==> config.mk <==
export PLATFORM = sky130hd
export DESIGN_NAME = fetch_unit
export DESIGN_NICKNAME = d
export VERILOG_FILES = /design/src/rtl/fetch_unit.sv
export SDC_FILE = /design/constraint.sdc
export NUM_CORES = 1
export LEC_CHECK = 0
export BUFFER_PORTS_ARGS = -buffer_cell sky130_fd_sc_hd__clkbuf_2
export CORE_ASPECT_RATIO = 1.2
export CORE_UTILIZATION = 55
export CTS_BUF_LIST = sky130_fd_sc_hd__clkbuf_4 sky130_fd_sc_hd__clkbuf_8
export CTS_CLUSTER_DIAMETER = 40
export DETAILED_ROUTE_END_ITERATION = 6
export PLACE_DENSITY = 0.86
export SKIP_CTS_REPAIR_TIMING = 1
export SYNTH_ARGS = -nofsm -noshare
export SYNTH_HDL_FRONTEND = slang
export SYNTH_SLANG_ARGS = --single-unit
export TNS_END_PERCENT = 5
==> constraint.sdc <==
create_clock -name clk -period 7 [get_ports clk]
set_clock_uncertainty 0.15 [all_clocks]
set_input_delay 1.4 -clock clk [delete_from_list [all_inputs] [get_ports clk]]
set_output_delay 1.4 -clock clk [all_outputs]
set_load 0.02 [all_outputs]
==> src/rtl/fetch_unit.sv <==
// fetch_unit: IF stage owning the PC, one outstanding imem read, 2-entry {pc, instr} FIFO to decode.
// Define BTFN_PRED_EN to add static backward-taken prediction on popped words (pred_taken port).
module fetch_unit #(
    parameter int              XLEN     = 32,
    parameter logic [XLEN-1:0] RESET_PC = '0,
    parameter int              MAX_LAT  = 15
) (
    input  logic            clk,
    input  logic            rst,
    input  logic            stall,
    input  logic            redirect,
    input  logic [XLEN-1:0] redirect_pc,
    output logic            imem_req,
    output logic [XLEN-1:0] imem_addr,
    input  logic            imem_gnt,
    input  logic            imem_rvalid,
    input  logic [31:0]     imem_rdata,
    output logic [31:0]     instr_out,
    output logic [XLEN-1:0] pc_out,
    output logic            instr_valid,
    output logic            chng2nop,
`ifdef BTFN_PRED_EN
    output logic            pred_taken,
`endif
    output logic            fetch_err
);

    localparam logic [1:0] S_IDLE = 2'd0;
    localparam logic [1:0] S_REQ  = 2'd1;
    localparam logic [1:0] S_WAIT = 2'd2;
    localparam logic [1:0] S_DROP = 2'd3;

    localparam int            CW   = $clog2(MAX_LAT + 1);
    localparam logic [CW-1:0] LAST = CW'(MAX_LAT - 1);

    logic [1:0]      state;
    logic [XLEN-1:0] pc;
    logic [XLEN-1:0] pc_req;
    logic [CW-1:0]   lat_cnt;
    logic [1:0]      count;
    logic [XLEN-1:0] pc_q  [2];
    logic [31:0]     ins_q [2];

    logic            pop;
    logic            push;
    logic            room_after;
    logic            wr_slot;
    logic            flush;
    logic            timeout;
    logic [XLEN-1:0] flush_pc;

    assign instr_valid = (count != 2'd0);
    assign instr_out   = instr_valid ? ins_q[0] : 32'h0;
    assign pc_out      = instr_valid ? pc_q[0] : '0;
    assign imem_req    = (state == S_REQ);
    assign imem_addr   = pc;

    assign pop        = instr_valid && !stall;
    assign room_after = (count == 2'd0) || (count == 2'd1 && pop);
    assign wr_slot    = !room_after;
    assign push       = (state == S_WAIT) && imem_rvalid && !flush;
    assign timeout    = (state == S_WAIT || state == S_DROP) && !imem_rvalid && (lat_cnt == LAST);

`ifdef BTFN_PRED_EN
    logic [31:0] head;
    logic [31:0] jal_imm;
    logic [31:0] br_imm;
    logic        is_jal;
    logic        is_bneg;
    logic        taken;

    // NOTE: every signal is assigned on every pass, so no latch can be inferred.
    always_comb begin
        head    = ins_q[0];
        jal_imm = {{12{head[31]}}, head[19:12], head[20], head[30:21], 1'b0};
        br_imm  = {{20{head[31]}}, head[7], head[30:25], head[11:8], 1'b0};
        is_jal  = (head[6:0] == 7'b1101111);
        is_bneg = (head[6:0] == 7'b1100011) && head[31];
        taken   = instr_valid && (is_jal || is_bneg);
    end

    // A predicted-taken pop behaves like a redirect except that decode is not squashed.
    assign pred_taken = taken;
    assign flush      = redirect || (pop && taken);
    assign flush_pc   = redirect ? redirect_pc
                                 : pc_q[0] + XLEN'($signed(is_jal ? jal_imm : br_imm));
`else
    assign flush    = redirect;
    assign flush_pc = redirect_pc;
`endif

    // NOTE: sequential state uses non-blocking assignments so every register samples pre-edge values.
    always_ff @(posedge clk or posedge rst) begin
        if (rst) begin
            state     <= S_IDLE;
            pc        <= RESET_PC;
            pc_req    <= RESET_PC;
            lat_cnt   <= '0;
            count     <= 2'd0;
            chng2nop  <= 1'b0;
            fetch_err <= 1'b0;
        end else begin
            chng2nop <= redirect;
            if (flush) begin
                count <= 2'd0;
                pc    <= flush_pc;
            end else begin
                count <= count + 2'(push) - 2'(pop);
            end
            if (timeout) fetch_err <= 1'b1;
            if ((state == S_WAIT || state == S_DROP) && lat_cnt != LAST)
                lat_cnt <= lat_cnt + CW'(1);

            case (state)
                S_IDLE: if (!flush && count != 2'd2) state <= S_REQ;
                S_REQ: begin
                    lat_cnt <= '0;
                    // A grant in the redirect cycle leaves a response in flight that must be drained.
                    if (flush) begin
                        state <= imem_gnt ? S_DROP : S_IDLE;
                    end else if (imem_gnt) begin
                        pc_req <= pc;
                        pc     <= pc + XLEN'(4);
                        state  <= S_WAIT;
                    end
                end
                S_WAIT: begin
                    if (flush) begin
                        state <= imem_rvalid ? S_REQ : S_DROP;
                    end else if (imem_rvalid) begin
                        state <= room_after ? S_REQ : S_IDLE;
                    end else if (timeout) begin
                        pc    <= pc_req;
                        state <= S_REQ;
                    end
                end
                S_DROP: if (imem_rvalid || timeout) state <= S_REQ;
                default: state <= S_IDLE;
            endcase
        end
    end

    // NOTE: FIFO storage is not reset; count alone decides which slots hold real data.
    always_ff @(posedge clk) begin
        if (pop) begin
            pc_q[0]  <= pc_q[1];
            ins_q[0] <= ins_q[1];
        end
        if (push) begin
            pc_q[wr_slot]  <= pc_req;
            ins_q[wr_slot] <= imem_rdata;
        end
    end

endmodule
==> results.sh <==
export IMPL_outcome="complete, no violations"
export IMPL_max_freq_mhz=232
export IMPL_hold_viol=0
export IMPL_grt_total_usage=0.242
export IMPL_reg2reg_to="pc_q[0][9]"
export IMPL_slowest_delay_ns=0.88
export IMPL_clk_path_buf_depth=3
export IMPL_antennaDiodeCount=0
export IMPL_drt_initial_drc_count=626
export IMPL_ys_flop_type="edfxtp_1"
export IMPL_synthTopCellsByCount="edfxtp_1, nand2_1, dfrtp_1"
export IMPL_r2r_start="state[0]"
export IMPL_die_h_um=145
export IMPL_worst_pin_slew_ns=1.32
export IMPL_setup_viol=0
export IMPL_synthArstFlopShare=0.366
export IMPL_r2r_slack_ns=3.09
export IMPL_initial_utilization=0.569
export IMPL_dp_hpwl_um=13400
export IMPL_crit_path_start_kind="input port"
export IMPL_nets=993
export IMPL_setup_tns_final_ns=0
export IMPL_final_period_utilization=0.617
export IMPL_ys_warn_count=0
export IMPL_drt_wl_total_um=20500
export IMPL_highest_layer="met4"
export IMPL_powerDensity_nw_per_um2=403
export IMPL_synth_simple_area_share=0.149
export IMPL_grt_setup_unrepaired="false"
export IMPL_yosys_cell_count_top_type="edfxtp_1"
export IMPL_syn_num_nets=825
export IMPL_yosys_top_cells_area="edfxtp_1, dfrtp_1, mux2_2, nand2_1, and2_1"
export IMPL_yosys_area_top_type="edfxtp_1"
export IMPL_fill_cells=1226
export IMPL_whs_endpoint="fetch_err"
export IMPL_hp_class="flip-flop to flip-flop"
export IMPL_core_sq_um=16500
export IMPL_synth_edf_count=128
export IMPL_grt_max_degree=75
export IMPL_cts_root_buf="clkbuf_8"
export IMPL_wl_met2_um=10300
export IMPL_path_class="input port to flip-flop"
export IMPL_gp_congestion=0.873
export IMPL_r2r_cells=6
export IMPL_wl_met3_um=1280
export IMPL_io_pins=170
export IMPL_synth_cells=746
export IMPL_rows=51
export IMPL_cts_clk_slew_worst_paths_ns=0.06
export IMPL_grt_pass1_vias=6468
export IMPL_path_max_fanout=65
export IMPL_drv_cap=0
export IMPL_cts_buffers_inserted=34
export IMPL_cp_end_kind="flip-flop"
export IMPL_ys_ff_latch=202
export IMPL_p_leak_nw=4.65
export IMPL_dr_pass1_iters=5
export IMPL_syn_cell_area_sq_um=9370
export IMPL_path_buf_inv=3
export IMPL_synthXorXnorAreaFrac=0.0262
export IMPL_crit_arrival_ns=4.29
export IMPL_muxShareOfSynthArea=0.111
export IMPL_path_cells="clkbuf_2 > buf_4 > nor2b_1 > nand3_4 > o21ai_4 > buf_4"
export IMPL_numPortBuffers=169
export IMPL_cp_required_ns=6.98
export IMPL_wire_per_inst_um=17.8
export IMPL_seq_area_frac_synth=0.608
export IMPL_slew_viol_final=0
export IMPL_via_per_inst=5.59
export IMPL_clkLatencyLatePin_ns=0.51
export IMPL_peakVddDrop_mv=0.268
export IMPL_synth_top_family_by_area="simple AND/OR/NAND/NOR gates"
export IMPL_vias=6431
export IMPL_htree_num_levels=2
export IMPL_syn2layout_area_growth_pct=17.5
export IMPL_grt_pass1_wl_um=33100
export IMPL_critPathSlowestCell="nand3_4"
export IMPL_grt_overflow_total=0
export IMPL_synthAdderAreaFrac=0.0120
export IMPL_whs_ns=0.333
export IMPL_holdCritStartpoint="fetch_err"
export IMPL_die_w_um=121
export IMPL_synth_compound_area_frac=0.0637
export IMPL_die_area_sq_um=17600
export IMPL_cp_common_cell="buf_4"
export IMPL_synthDistinctLibCells=48
export IMPL_met1_length_um=8250
export IMPL_period_needed_ns=4.32
export IMPL_drive_above_1_share=0.342
export IMPL_path_delay_family="simple AND/OR/NAND/NOR gates"
export IMPL_syn_area_per_cell_sq_um=12.6
export IMPL_cts_tree="built"
export IMPL_min_path_cells=2
export IMPL_ant_nets=0
export IMPL_antenna_found_initial=0
export IMPL_clock_sinks=202
export IMPL_yosysTopAreaCellShare=0.410
export IMPL_relSlewSlack=0.123
export IMPL_route_detailed_drc=0
-- area by class of cell --
cell class                      instances  area, sq um  area share
Clock inverter                          8         68.8     0.00625
Tap cell                              212          265      0.0241
Multi-Input combinational cell        486         3410       0.310
Clock buffer                           52          622      0.0565
Timing Repair Buffer                  175          891      0.0809
Inverter                               15         56.3     0.00511
Sequential cell                       202         5700       0.517
-- cell families (layout without fill, tap and decap cells) --
group / count (synthesis) / in the layout
multiplexers: 95 / 95
buffers and inverters: 58 / 250
XOR/XNOR: 28 / 28
AND/OR/NAND/NOR: 269 / 269
flip-flops: 202 / 202
AO/OA/AOI/OAI: 85 / 85
adder cells (fa/ha/maj): 9 / 9
-- sequential cells by signal, summed over array words and instances, names as in the netlist --
| signal | flops |
|---|---|
| ins_q | 64 |
| count | 2 |
| pc_req | 32 |
| imem_addr | 32 |
| chng2nop | 1 |
| fetch_err | 1 |
| lat_cnt | 4 |
| pc_q | 64 |
| state | 2 |
-- power by group --
group | switching (mW) | internal [mW]
clock network | 0.451 | 0.604
logic | 0.947 | 0.511
registers | 0.314 | 1.61
total | 1.71 | 2.72
-- how the worst max path moves through the flow --
stage          startpoint          end  cells after the start
5_1_grt          redirect   pc_q[0][9]                      6
3_5_place_dp     redirect  ins_q[0][9]                      6
4_1_cts          redirect   pc_q[0][9]                      6
2_1_floorplan       stall  ins_q[0][0]                      1
3_3_place_gp     redirect  ins_q[0][8]                      6
6_report         redirect   pc_q[0][9]                      6
-- tightest hold or removal path, cell delays in order (launching register included) --
cell	delay (ns)
dfrtp_1	0.35
inv_1	0.04
o31ai_1	0.05
-- metal layers --
layer | global-route usage | vias to the layer above
li1 | - | 3017
met1 | 0.305 | 3113
met2 | 0.408 | 251
met3 | 0.0456 | 50
met4 | 0.0926 | 0
met5 | 0 | -
-- placed cells by master (no fill, tap or decap), types with 22 or more instances in the layout --
cell type | Yosys | final
clkbuf_2 | 0 | 169
mux2_2 | 68 | 68
nand2_1 | 126 | 126
mux2i_1 | 27 | 27
edfxtp_1 | 128 | 128
clkbuf_8 | 0 | 37
o21ai_0 | 23 | 22
and2_1 | 64 | 65
xnor2_1 | 22 | 22
dfrtp_1 | 74 | 74
-- through the flow --
stage	total power [mW]	instance area (sq um)	std cells	setup slack (ns)	util
after CTS	4.48	11000	1150	2.65	0.669
after global placement	3.36	10300	1090	2.22	0.627
final	4.44	11000	1150	2.68	0.669
after global routing	4.70	11000	1150	2.43	0.669
after floorplan	2.90	9370	746	0.360	-
after detailed placement	3.42	10300	1090	2.11	0.627
No activity file was read; power rests on OpenSTA's default activity.
